===== src/rtl/ones_pattern_gen.sv =====
// Serial frame generator producing FRAME bits with exactly n ones (LSB first),
// plus a parallel thermometer code of the accepted count.
module ones_pattern_gen #(
  parameter int FRAME = 9
) (
  input  logic             clk,
  input  logic             rst_n,
  input  logic             start,
  input  logic [3:0]       count,
  output logic             ready,
  output logic             ser_out,
  output logic             ser_valid,
  output logic             frame_done,
  output logic [FRAME-1:0] therm,
  output logic             err
);

  typedef enum logic [1:0] {
    IDLE  = 2'd0,
    SHIFT = 2'd1,
    DONE  = 2'd2
  } state_e;

  localparam logic [3:0] FRAME_N = 4'(FRAME);
  localparam logic [3:0] LAST_IDX = 4'(FRAME - 1);

  state_e           state_q, state_d;
  logic [3:0]       idx_q, idx_d;
  logic [3:0]       n_q, n_d;
  logic [FRAME-1:0] therm_q, therm_d;
  logic             err_q, err_d;

  // NOTE: every variable gets a default before the case so no path leaves it
  // unassigned; otherwise synthesis infers a latch.
  always_comb begin
    state_d = state_q;
    idx_d   = idx_q;
    n_d     = n_q;
    therm_d = therm_q;
    err_d   = err_q;
    unique case (state_q)
      IDLE: begin
        if (start) begin
          n_d   = (count > FRAME_N) ? FRAME_N : count;
          err_d = (count > FRAME_N);
          for (int i = 0; i < FRAME; i++) begin
            therm_d[i] = (4'(i) < n_d);
          end
          idx_d   = 4'd0;
          state_d = SHIFT;
        end
      end
      SHIFT: begin
        if (idx_q == LAST_IDX) begin
          idx_d   = 4'd0;
          state_d = DONE;
        end else begin
          idx_d = idx_q + 4'd1;
        end
      end
      DONE:    state_d = IDLE;
      default: state_d = IDLE;
    endcase
  end

  // NOTE: sequential state uses non-blocking assignments so all flops sample
  // the pre-edge values regardless of statement order.
  always_ff @(posedge clk or negedge rst_n) begin
    if (!rst_n) begin
      state_q <= IDLE;
      idx_q   <= 4'd0;
      n_q     <= 4'd0;
      therm_q <= '0;
      err_q   <= 1'b0;
    end else begin
      state_q <= state_d;
      idx_q   <= idx_d;
      n_q     <= n_d;
      therm_q <= therm_d;
      err_q   <= err_d;
    end
  end

  // Outputs decode registered state only, so reset forces them immediately.
  always_comb begin
    ready      = (state_q == IDLE);
    ser_valid  = (state_q == SHIFT);
    ser_out    = (state_q == SHIFT) && (idx_q < n_q);
    frame_done = (state_q == DONE);
    therm      = therm_q;
    err        = err_q;
  end

endmodule

===== config.mk =====
export PLATFORM = sky130hd
export DESIGN_NAME = ones_pattern_gen
export DESIGN_NICKNAME = d
export VERILOG_FILES = /design/src/rtl/ones_pattern_gen.sv
export SDC_FILE = /design/constraint.sdc
export NUM_CORES = 1
export LEC_CHECK = 0
export BUFFER_PORTS_ARGS = -buffer_cell sky130_fd_sc_hd__buf_2
export CORE_MARGIN = 5
export CORE_UTILIZATION = 52
export CTS_CLUSTER_SIZE = 40
export DETAILED_ROUTE_END_ITERATION = 12
export PLACE_DENSITY = 0.8
export SYNTH_ARGS = -nofsm -noshare
export SYNTH_HDL_FRONTEND = slang
export SYNTH_SLANG_ARGS = --single-unit

===== constraint.sdc =====
create_clock -name clk -period 1.77 [get_ports clk]
set_clock_uncertainty 0.15 [all_clocks]
set_input_delay 0.0885 -clock clk [delete_from_list [all_inputs] [get_ports clk]]
set_output_delay 0.0885 -clock clk [all_outputs]
set_load 0.02 [all_outputs]

# After elaboration in Yosys (flattened, before gate mapping)
# Index checks and enable logic that the tools add are counted.
# word_totals
word_cells,35
output_inout_bits,14
ff_bits,20
# classes
n_eq_ne,5
mux,7
n_lt_le_gt_ge,11
reduce_logical,6
add_sub_neg,1
# op_table
op,n
less-than comparator 3 x 4 -> 1 bit (first input constant),4
two-way mux 4 bit,3
less-than comparator 1 x 4 -> 1 bit (first input constant),2
less-than comparator 2 x 4 -> 1 bit (first input constant),2
one-hot mux 4 bit (2 select lines),1
AND reduction 2 bit,3
adder 4 x 1 -> 4 bit (second input constant),1
equality test 4 bit (second input constant),1
> comparator 4 bit (second input constant),1
less-than comparator 4 bit,1
less-than comparator 4 bit (first input constant),1
two-way mux 2 bit,2
one-hot mux 2 bit (2 select lines),1
equality test 2 x 1 -> 1 bit (second input constant),1
equality test 2 bit (second input constant),1
zero test 2 bit,1
!= test 2 x 1 -> 1 bit (second input constant),1
!= test 2 bit (second input constant),1
nonzero test 2 bit,1
logical AND 1 bit,1

# Longest topological paths before layout
# depth
word_depth,3
ltp_mapped,5

# Worst setup path before layout
# No wires, ideal clock.
# synth_path
kind,reg2reg
start,reg state_q[0]
end,"reg err_q, in the netlist err"
arrival_time_ps,1100
setup_slack_ps,396
stages_incl_launch_ff,5
path_cell_list,dfrtp_1 or3b_4 buf_6 nand2_1 o21ai_2
# synth_via
elab_chain_cells,2
# synth_lines
element,line,rtl
from (decl),27,"state_e state_q, state_d;"
from (signal assigned),76,state_q <= state_d;
zero test 2 bit,41,unique case (state_q)
AND reduction 2 bit (no line),-,
to (signal assigned),80,err_q <= err_d;
to (decl),31,"logic err_q, err_d;"
# No other way between the ends.
# A chain may end at the register's enable or synchronous reset.

# Worst setup path after layout
# layout_path
start,reg idx_q[1]
end,out ser_out
# layout_via
elab_chain_cells,2
# layout_lines
element,line,rtl
from (decl),28,"logic [3:0] idx_q, idx_d;"
from (signal assigned),77,idx_q <= idx_d;
less-than comparator 4 bit,88,ser_out = (state_q == SHIFT) && (idx_q < n_q);
logical AND 1 bit,88,
to (decl),11,"output logic ser_out,"
# No other way between the ends.

==> results.md <==
- Maximum clock frequency: roughly 0.6 GHz
- TritonCTS clock tree: done
- Worst Setup Start Kind: flip-flop
- Worst R2R Start: idx_q[1]
- Average cell area after synthesis: 9.74 sq um
- Max-Cap Viols: 0
- I/O pin count: 21
- Asr flop ratio synth: 100%
- Syn Inst Count: 98
- Area of the die: 2790 sq um
- DRC Markers: 0
- Die H: 52.8 um
- Post-layout min period: 1.71 ns
- Status: completed
- Dpl hpwl: 1.44 mm
- Vias/cell: 5.24
- First-pass GRT wire length: 3.34 mm
- Number of flops mapped to enable cells by yosys: 0
- WL final: 2.11 mm
- Initial DRC Count: 32
- Met1 WL: 916 um
- R2R depth: 7
- Worst path required time: roughly 1.5 ns
- Critical-path maximum fanout: 2
- CTS Sinks: 19
- Part of the Yosys area used for sequential elements: 49.8%
- Drt pass-1 iters: 5
- Placer congestion estimate: 0.825
- H-Tree Depth: 1
- Syn_nets: between 100 and 150
- Total Power: 2110 uW
- Yosys Warn Count: 0
- CP endpoint kind: primary output
- FF+latch count, synth: 19
- Worst path cell trace: ha_4, a211oi_2, o21a_1, buf_6
- Top layer in use: met4
- Worst slew pin tran: roughly 0.41 ns
- CTS root buf: clkbuf_4
- Total gr overflow: 0
- Ant diodes: 0
- Number of antenna violations at the first check in global routing: 0
- Dpl ws: 0.280 ns
- Setup slack, reg-to-reg: 0.17 ns
- Total track usage: 16.5%
- Row count: 15
- Pwr Density: 1770 nW/um^2
- Clock buffer depth: 2
- Area grow syn2layout: 25.0%
- Via Count: 802
- Worst path max stage delay: ~0.43 ns
- Final critical-path share of the clock period: 96.5%
- Yosys top cell by area: dfrtp_1
- Post-synth top cells: dfrtp_1, nand2_1, inv_1, o21ai_0, nor2_1
- Yosys cell types: 28
- Core Region: 1750 sq um
- Chip width: 52.8 um
- Initial Utilization: 54.7%
- Worst-path clk slew: 0.11 ns
- Antenna viol nets, final: 0
- Share of cells above drive strength 1: 29.7%
- Met3 WL: 115 um
- Top-area cell type share of the netlist area: between 40% and 50%
- Input/output buffers: 20
- Final hold violations: 0
- Top post-synthesis cells by area: dfrtp_1, ha_1, nand2_1, o21ai_0, o21ai_2
- Primary FF master, synth: dfrtp_1
- Slew Limit Fails: 0
- Critical path class: reg2out
- Hold WC Path Type: in2async
- CP max stage cell: dfrtp_1
- Fin nets: 141
- R2R Path End: idx_q[3]
- Routed len/inst: 13.8 um
- Unrepaired setup endpoints after global routing: true
- Max VDD drop: approximately 1.2 mV
- Met2 Wirelength: 1.06 mm
- Arr. time, crit path: 1.47 ns
- Worst path bufs/invs: 1
- Syn Std Cell Area: 955 sq um
- Vias in the first global route: about 780
- Setup ws final: about 0.062 ns
- Endpoints failing setup: 0
- Worst skew pair latency: 0.30 ns
- Most numerous cell in the Yosys netlist: dfrtp_1
- Largest net degree at the start of global routing: 20
- TritonCTS Buffers: 3
- Delay-heaviest family, CP: flip-flops
- Leak: 0.000557 uW
- Slew margin rel.: 72.5%
==> through the flow <==
stage	cell area, sq um	setup TNS (ns)	utilization [%]	cells	hold WS, ns
2_1_floorplan	955	0	-	98	-0.357
3_3_place_gp	1060	0	60.7	140	-0.106
3_5_place_dp	1060	0	60.7	140	-0.105
4_1_cts	1160	0	66.4	151	0.109
5_1_grt	1190	-0.0122	68.4	153	0.130
6_report	1190	0	68.4	153	0.0885
==> power breakdown <==
part           switching (uW)  internal (uW)
combinational             649            469
clock                     132           87.8
sequential                140            630
==> timing repair <==
action | in CTS | in global routing
endpoints found under the hold margin | 29 | 0
gates resized for setup | 1 | 5
pin swaps | 0 | 2
hold buffers | 6 | 0
endpoints found under the setup margin | 1 | 1
setup buffers | 1 | 2
==> layer usage <==
metal  up-vias  GRT usage, %
li1        400             -
met1       371          19.9
met2        27          26.9
met3         4          4.56
met4         0          7.66
met5         -             0
==> worst max-delay path by stage <==
stage	start	depth (start not counted)	slack, ns	end
2_1_floorplan	state_q[0]	4	0.40	err
3_3_place_gp	idx_q[1]	4	0.37	ser_out
3_5_place_dp	idx_q[1]	4	0.28	ser_out
4_1_cts	idx_q[1]	4	0.03	ser_out
5_1_grt	n_q[1]	5	-0.01	ser_out
6_report	idx_q[1]	4	0.06	ser_out
==> worst reg2reg max path, delay by kind of cell (launching register included) <==
kind,cells,cell delay [ns]
DFF,1,0.43
adders and majority gates,1,0.14
and+or+nand+nor,1,0.10
buffers and inverters,3,0.35
AOI/OAI and AO/OA,2,0.30
==> registers in the layout (all words and copies together) (netlist names) <==
signal and cells:
therm 9, idx_q 4, n_q 3, state_q 2
err 1
==> cell type report <==
type,count,area [sq um]
clock buffers,4,26.3
fillers,145,552
repair buffers,30,196
well taps,25,31.3
multi-input cells,67,433
flip-flops and latches,19,477
inverters,8,30.0
==> kinds of logic (layout without fill, tap and decap cells) <==
family,count (synthesis),after routing,synth area share [%]
AO/OA/AOI/OAI,27,27,18.3
adder cells (fa/ha/maj),5,5,6.55
AND/OR/NAND/NOR,35,35,18.6
buffers and inverters,12,42,6.68
flip-flops,19,19,49.8
==> placed cells by master (no fill, tap or decap), types with 2 or more instances in the layout <==
| cell | Yosys | layout |
|---|---|---|
| buf_2 | 0 | 19 |
| dfrtp_1 | 19 | 18 |
| nand2_1 | 16 | 16 |
| o21ai_0 | 8 | 8 |
| inv_1 | 8 | 7 |
| nor2_1 | 7 | 7 |
| dlygate4sd3_1 | 0 | 6 |
| o21ai_2 | 4 | 4 |
| a31oi_1 | 4 | 4 |
| ha_1 | 5 | 4 |
| buf_4 | 1 | 4 |
| nand3_1 | 3 | 3 |
| clkbuf_4 | 0 | 3 |
| nand2b_1 | 2 | 2 |
| nor3_1 | 2 | 2 |
| a21oi_1 | 2 | 2 |
| o21ai_1 | 2 | 2 |
(Power assumes the default switching activity.)
